`config.mk`:
```
export PLATFORM = sky130hd
export DESIGN_NAME = request_arbiter
export DESIGN_NICKNAME = d
export VERILOG_FILES = /design/src/rtl/request_arbiter.sv
export SDC_FILE = /design/constraint.sdc
export NUM_CORES = 1
export LEC_CHECK = 0
export BUFFER_PORTS_ARGS = -buffer_cell sky130_fd_sc_hd__buf_2
export CAP_MARGIN = 20
export CORE_AREA = 2 2 109 111
export DETAILED_ROUTE_END_ITERATION = 8
export DIE_AREA = 0 0 111 113
export PLACE_DENSITY = 0.92
export SYNTH_ARGS = -nofsm -noshare
export SYNTH_HDL_FRONTEND = slang
export SYNTH_SLANG_ARGS = --single-unit
```
`constraint.sdc`:
```
create_clock -name clk -period 4 [get_ports clk]
set_clock_uncertainty 0.05 [all_clocks]
set_input_delay 0.8 -clock clk [delete_from_list [all_inputs] [get_ports clk]]
set_output_delay 0.8 -clock clk [all_outputs]
set_load 0.01 [all_outputs]
```
`src/rtl/request_arbiter.sv`:
```
// Serialises NUM_REQ requesters onto one RAM port; fixed or round-robin pick, busy timeout with error.
// Latency 2 cycles from request to ready plus 1 per busy cycle; losers simply wait with req held.
module request_arbiter #(
  parameter int NUM_REQ = 2,
  parameter int ADDR_W  = 32,
  parameter int DATA_W  = 32,
  parameter int RR_MODE = 0,
  parameter int TIMEOUT = 255
) (
  input  logic                          clk,
  input  logic                          nRST,
  input  logic [NUM_REQ-1:0]            req,
  input  logic [NUM_REQ-1:0]            wen,
  input  logic [NUM_REQ*ADDR_W-1:0]     addr,
  input  logic [NUM_REQ*DATA_W-1:0]     wdata,
  input  logic [NUM_REQ*(DATA_W/8)-1:0] be,
  output logic [NUM_REQ-1:0]            ready,
  output logic [DATA_W-1:0]             rdata,
  output logic                          err,
  output logic [2:0]                    grant_id,
  output logic [ADDR_W-1:0]             ram_addr,
  output logic [DATA_W-1:0]             ram_wdata,
  output logic [DATA_W/8-1:0]           ram_be,
  output logic                          ram_wen,
  output logic                          ram_ren,
  input  logic [DATA_W-1:0]             ram_rdata,
  input  logic                          ram_busy
);

  localparam int BE_W  = DATA_W / 8;
  localparam int IDX_W = (NUM_REQ > 1) ? $clog2(NUM_REQ) : 1;
  localparam int CNT_W = (TIMEOUT > 1) ? $clog2(TIMEOUT + 1) : 1;

  typedef enum logic [1:0] {IDLE, ACCESS, RESP} state_t;

  state_t             state;
  logic [IDX_W-1:0]   gnt;
  logic [IDX_W-1:0]   rr_ptr;
  logic [IDX_W-1:0]   win;
  logic [IDX_W-1:0]   gnt_inc;
  logic               win_vld;
  logic               lat_wen;
  logic [CNT_W-1:0]   to_cnt;
  logic               to_expired;
  logic [NUM_REQ-1:0] gnt_onehot;
  logic               sel_wen;
  logic [ADDR_W-1:0]  sel_addr;
  logic [DATA_W-1:0]  sel_wdata;
  logic [BE_W-1:0]    sel_be;
  int                 base;
  int                 slot;

  // Scan slots starting at the priority base; fixed mode always starts at 0.
  always_comb begin
    win_vld = 1'b0;
    win     = '0;
    base    = (RR_MODE != 0) ? int'(rr_ptr) : 0;
    slot    = 0;
    for (int k = 0; k < NUM_REQ; k++) begin
      slot = (base + k >= NUM_REQ) ? base + k - NUM_REQ : base + k;
      for (int i = 0; i < NUM_REQ; i++) begin
        if (!win_vld && req[i] && i == slot) begin
          win_vld = 1'b1;
          win     = IDX_W'(i);
        end
      end
    end
  end

  always_comb begin
    sel_wen   = 1'b0;
    sel_addr  = '0;
    sel_wdata = '0;
    sel_be    = '0;
    for (int i = 0; i < NUM_REQ; i++) begin
      if (IDX_W'(i) == win) begin
        sel_wen   = wen[i];
        sel_addr  = addr[i*ADDR_W +: ADDR_W];
        sel_wdata = wdata[i*DATA_W +: DATA_W];
        sel_be    = be[i*BE_W +: BE_W];
      end
    end
  end

  always_comb begin
    gnt_onehot = '0;
    for (int i = 0; i < NUM_REQ; i++) begin
      gnt_onehot[i] = (IDX_W'(i) == gnt);
    end
  end

  assign gnt_inc    = (gnt == IDX_W'(NUM_REQ - 1)) ? '0 : gnt + 1'b1;
  assign to_expired = (TIMEOUT != 0) && (to_cnt == CNT_W'(TIMEOUT));
  assign grant_id   = 3'(gnt);

  always_ff @(posedge clk or negedge nRST) begin
    if (!nRST) begin
      state     <= IDLE;
      gnt       <= '0;
      rr_ptr    <= '0;
      lat_wen   <= 1'b0;
      to_cnt    <= '0;
      ready     <= '0;
      err       <= 1'b0;
      rdata     <= '0;
      ram_addr  <= '0;
      ram_wdata <= '0;
      ram_be    <= '0;
      ram_wen   <= 1'b0;
      ram_ren   <= 1'b0;
    end else begin
      case (state)
        IDLE: begin
          ready <= '0;
          err   <= 1'b0;
          if (win_vld) begin
            gnt       <= win;
            lat_wen   <= sel_wen;
            ram_addr  <= sel_addr;
            ram_wdata <= sel_wdata;
            ram_be    <= sel_be;
            ram_wen   <= sel_wen;
            ram_ren   <= !sel_wen;
            state     <= ACCESS;
          end
        end
        ACCESS: begin
          if (!ram_busy) begin
            rdata   <= lat_wen ? '0 : ram_rdata;
            err     <= 1'b0;
            ready   <= gnt_onehot;
            ram_wen <= 1'b0;
            ram_ren <= 1'b0;
            state   <= RESP;
          end else if (to_expired) begin
            rdata   <= '0;
            err     <= 1'b1;
            ready   <= gnt_onehot;
            ram_wen <= 1'b0;
            ram_ren <= 1'b0;
            state   <= RESP;
          end else begin
            to_cnt <= to_cnt + 1'b1;
          end
        end
        RESP: begin
          ready  <= '0;
          err    <= 1'b0;
          to_cnt <= '0;
          if (RR_MODE != 0) rr_ptr <= gnt_inc;
          state  <= IDLE;
        end
        default: state <= IDLE;
      endcase
    end
  end

endmodule

```
# Word-level counts from Yosys, hierarchy flattened
# Index checks and enable logic that the tools add are counted.
[word_totals]
out_inout_bits = 108
input_bits = 175
wordCells = 65
reg_bits = 117
[op_classes]
add_sub_neg = 1
n_eq_ne = 8
n_reduce_logical = 14
n_mux = 29
bitwise_logic = 1
[ops]
columns = ["op", "n"]
rows = [
  ["two-way mux 32 bit", 5],
  ["two-way mux 8 bit", 2],
  ["case mux 8 bit (2 select lines)", 1],
  ["two-way mux 1 bit", 10],
  ["two-way mux 2 bit", 5],
  ["adder 8 x 1 -> 8 bit, second input constant", 1],
  ["== test 8 bit, second input constant", 1],
  ["case mux 2 bit (2 select lines)", 2],
  ["AND reduction 2 bit", 4],
  ["inequality test 2 bit, second input constant", 3],
  ["case mux 1 bit (2 select lines)", 3],
  ["AND reduction 3 bit", 2],
  ["nonzero test 2 bit", 3],
  ["two-way mux 4 bit", 1],
  ["inequality test 3 bit, second input constant", 1],
  ["== test 2 x 1 -> 1 bit, second input constant", 1],
  ["== test 2 bit, second input constant", 1],
  ["logical NOT 1 bit", 2],
  ["logical NOT 2 bit", 1],
  ["inequality test 2 x 1 -> 1 bit, second input constant", 1],
  ["OR reduction 2 bit", 1],
  ["logical AND 1 bit", 1],
  ["inverter 1 bit", 1],
]

# Logic depth before layout (Yosys ltp)
[logic_depth]
ltp_word = 8
depth_mapped = 8

# Worst setup path before layout
# No wires, ideal clock.
[synth_path]
path_type = "input -> register"
from = "input req[0]"
to = "register ram_addr[0]"
required_time_ns = 3.817
arrival_ns = 1.805
path_buffers = 3
setup_time_ns = 0.133
cell_stages = 6
slack_ns = 2.012
cell_sequence = "nand2b_1 -> buf_2 -> buf_2 -> buf_2 -> mux2i_1 -> o21ai_0"
[synth_between]
elab_chain_len = 5
[synth_lines]
columns = ["item", "line", "source"]
rows = [
  ["start: declaration", "12", "input logic [NUM_REQ-1:0] req,"],
  ["two-way mux 1 bit *", "62", "if (!win_vld && req[i] && i == slot) begin"],
  ["logical NOT 1 bit", "62", ""],
  ["logical AND 1 bit", "62", ""],
  ["two-way mux 1 bit", "62", ""],
  ["two-way mux 32 bit or AND reduction 2 bit (tied branches)", "--", ""],
  ["end signal: assignment", "119", "ram_addr <= sel_addr;"],
  ["end: declaration", "21", "output logic [ADDR_W-1:0] ram_addr,"],
]
# Every way passes the cells marked *; elsewhere a longest branch is shown, timed or not.
# A chain may end at the register's enable or synchronous reset.

# Final worst setup path
[layout_path]
from = "register to_cnt[0]"
to = "register to_cnt[7]"
[layout_between]
elab_chain_len = 4
[layout_lines]
columns = ["item", "line", "source"]
rows = [
  ["start: declaration", "43", "logic [CNT_W-1:0] to_cnt;"],
  ["start signal: assignment", "143", "to_cnt <= to_cnt + 1'b1;"],
  ["adder 8 x 1 -> 8 bit", "143", ""],
  ["two-way mux 8 bit", "135", "end else if (to_expired) begin"],
  ["two-way mux 8 bit", "128", "if (!ram_busy) begin"],
  ["case mux 8 bit (2 select lines)", "112", "case (state)"],
]
# Parallel ways exist; a longest one is shown, timed or not. The select of a mux whose other input is x is not followed.

==> results.json <==
{
  "arrival_ns": 2.25,
  "cts-htree-levels": 4,
  "portBuffers": 280,
  "cap_viol_max_count": 0,
  "power.density_mw_per_mm2": 726,
  "timing.fmax_ghz": 0.506,
  "syn-cell-area_sq_mm": 0.00503,
  "place_area_sq_mm": 0.00654,
  "synthArstFlopShare": 1.00,
  "avgSynthCellArea_sq_um": 11.2,
  "die-area_sq_mm": 0.0125,
  "setup_viol": 0,
  "ant_nets": 0,
  "cp_cell_sequence": "ha_1 > and3_1 > a21o_1 > or4_1 > a21oi_1",
  "gr-total-overflow": 0,
  "finalWeightedCongestion": 0.804,
  "ctsResizeCount": 0,
  "cp_num_buf_inv": 0,
  "critPathKind": "reg2reg",
  "antenna_found_initial": 0,
  "yosys_register_bits": 117,
  "netlist.area_leader.share": 0.582,
  "combPwrFrac": 0.344,
  "dp.cells": 843,
  "die_y_um": 113,
  "p_int_mw": 3.33,
  "cts-root-buf": "clkbuf_16",
  "synth-edff-count": 0,
  "drive_above_1_share": 0.434,
  "leakage_nw": 4.05,
  "via_count": 4409,
  "p_seq_frac": 0.389,
  "worst_pin_slew_ns": 0.704,
  "grtUsageTotal": 0.214,
  "post_cts_buffers": 0,
  "slowest_delay_ns": 0.54,
  "layout_commonest_cell": "buf_2",
  "cts_made_buffers": 17,
  "drt-wirelength-per-cell_um": 15.1,
  "grt_max_degree": 143,
  "post-route-drc-count": 0,
  "status": "finished clean",
  "first_global_vias": 4457,
  "drt_iter0_drc": 191,
  "end_kind": "flip-flop",
  "antennaDiodeCount": 0,
  "nNetsFinal": 896,
  "finalPower_mw": 5.16,
  "max-vdd-ir-drop_uv": 588,
  "cts.sinks": 117,
  "drt_wl_total_um": 13200,
  "hold_viol_final": 0,
  "yosysUniqueCellTypes": 34,
  "synth_cells": 451,
  "drtPass1Iterations": 4,
  "rsz0062_at_grt": "no",
  "crit_family": "simple AND/OR/NAND/NOR gates",
  "clk_pin_slew_worst_paths_ns": 0.05,
  "final_cell_mix": "279 x buf_2, 117 x dfrtp_1, 75 x nand2_1",
  "ys_seq_area_frac": 0.582,
  "hold_slack_ns": 0.392,
  "slew_violations": 0,
  "cp_slowest_cell": "or4_1",
  "ctsHoldBuffers": 0,
  "synthFlopType": "dfrtp_1",
  "finalCritPeriodShare": 0.494,
  "sw_frac_of_total": 0.354,
  "tritoncts": "yes",
  "dpl.hpwl_um": 9670,
  "setup_tns_ns": 0,
  "min_period_ns": 1.97,
  "area_growth_pct": 41.2,
  "fp.dieW_um": 111,
  "clock_latency_ns": 0.40,
  "start_kind": "flip-flop",
  "avgViaCountPerCell": 5.03,
  "start_util": 0.446,
  "cts.path.max_buffers": 2,
  "maxSlewHeadroom": 0.531,
  "worst_hold_path_type": "in2async",
  "yosysTopAreaCell": "dfrtp_1",
  "placementRows": 39,
  "num_io_pins": 283,
  "worstPathRequired_ns": 4.27,
  "placeableCoreArea_sq_mm": 0.0113,
  "final_area_sq_mm": 0.00710,
  "ys_top_cells_by_area": "dfrtp_1 58%, mux2i_1 14%, o21ai_0 7.1%, nand2_1 5.6%, a22o_1 5.6%",
  "power.switching_mw": 1.82,
  "clockPowerShare": 0.267,
  "yosys_warnings": 0,
  "worstPathMaxFanout": 11,
  "grt_pass1_wl_um": 21700,
  "final_cells": 876
}
## routing by layer
layer	track usage	share of wire	wire length, um	up-vias
li1	-	-	-	2128
met3	0.0595	0.066	875	14
met1	0.264	0.41	5440	2094
met5	0	0	0	-
met2	0.366	0.51	6740	173
met4	0.0725	0.013	173	0
## area by class of cell
type                            count  area (sq um)
Fill cell                         878          4170
Multi-Input combinational cell    293          1940
Sequential cell                   117          2930
Clock buffer                       21           450
Tap cell                          143           179
Clock inverter                     11          85.1
Inverter                            6          22.5
Timing Repair Buffer              285          1500
## power by group through the flow
stage | clock (mW) | sequential, mW | combinational [mW]
6_report | 1.38 | 2.01 | 1.77
3_3_place_gp | 0 | 2.00 | 1.72
4_1_cts | 1.40 | 2.01 | 1.78
5_1_grt | 1.47 | 2.08 | 1.96
2_1_floorplan | 0 | 2.22 | 0.748
3_5_place_dp | 0 | 2.01 | 1.78
## synth_stat cells (all sizes together) (2+ instances only)
master,instances
o21ai,72
mux2i,71
o31ai,3
dfrtp,117
nand2,75
or4,2
nor3,2
a21oi,5
buf,12
nand3,3
a22o,32
clkbuf,24
nand4,2
a211oi,2
nor2b,2
nor2,3
nand2b,4
inv,6
a21o,2
## logic make-up after synthesis
| family | share of synthesized area |
|---|---|
| compound gates | 0.151 |
| flops | 0.582 |
| buf+inv | 0.0383 |
| simple gates | 0.0823 |
| xor+xnor | 0.00174 |
| mux | 0.141 |
| other cells | 0.000746 |
| fa+ha+maj | 0.00249 |
## sequential cells by signal, indices dropped and copies added (netlist names)
| signal | count |
|---|---|
| ram_addr | 32 |
| ram_wdata | 32 |
| rdata | 32 |
| to_cnt | 8 |
| ram_be | 4 |
| ready | 2 |
| state | 2 |
| err | 1 |
| gnt | 1 |
| lat_wen | 1 |
| ram_ren | 1 |
| ram_wen | 1 |
## through the flow
step	util	worst slack (ns)
4_1_cts	0.627	1.55
3_5_place_dp	0.580	1.58
6_report	0.630	2.03
5_1_grt	0.630	1.87
3_3_place_gp	0.580	1.66
2_1_floorplan	-	2.01
## worst register-to-register path: stages (launching register included)
cell and delay, ns:
dfrtp_1 0.40, ha_1 0.22, and3_1 0.24, a21o_1 0.31, or4_1 0.54, a21oi_1 0.15
## worst paths after layout
check	from	end	slack (ns)	cells after the start
worst max-delay path	to_cnt[0]	to_cnt[7]	2.03	5
worst min-delay path	nRST	ready[1]	0.39	1
worst max register to register	to_cnt[0]	to_cnt[7]	2.03	5
worst min register to register	ram_wdata[29]	ram_wdata[29]	0.42	2
max in group asynchronous	nRST	rdata[3]	2.75	2
min in group clk	ram_wdata[29]	ram_wdata[29]	0.42	2
No activity file was read; power rests on OpenSTA's default activity.
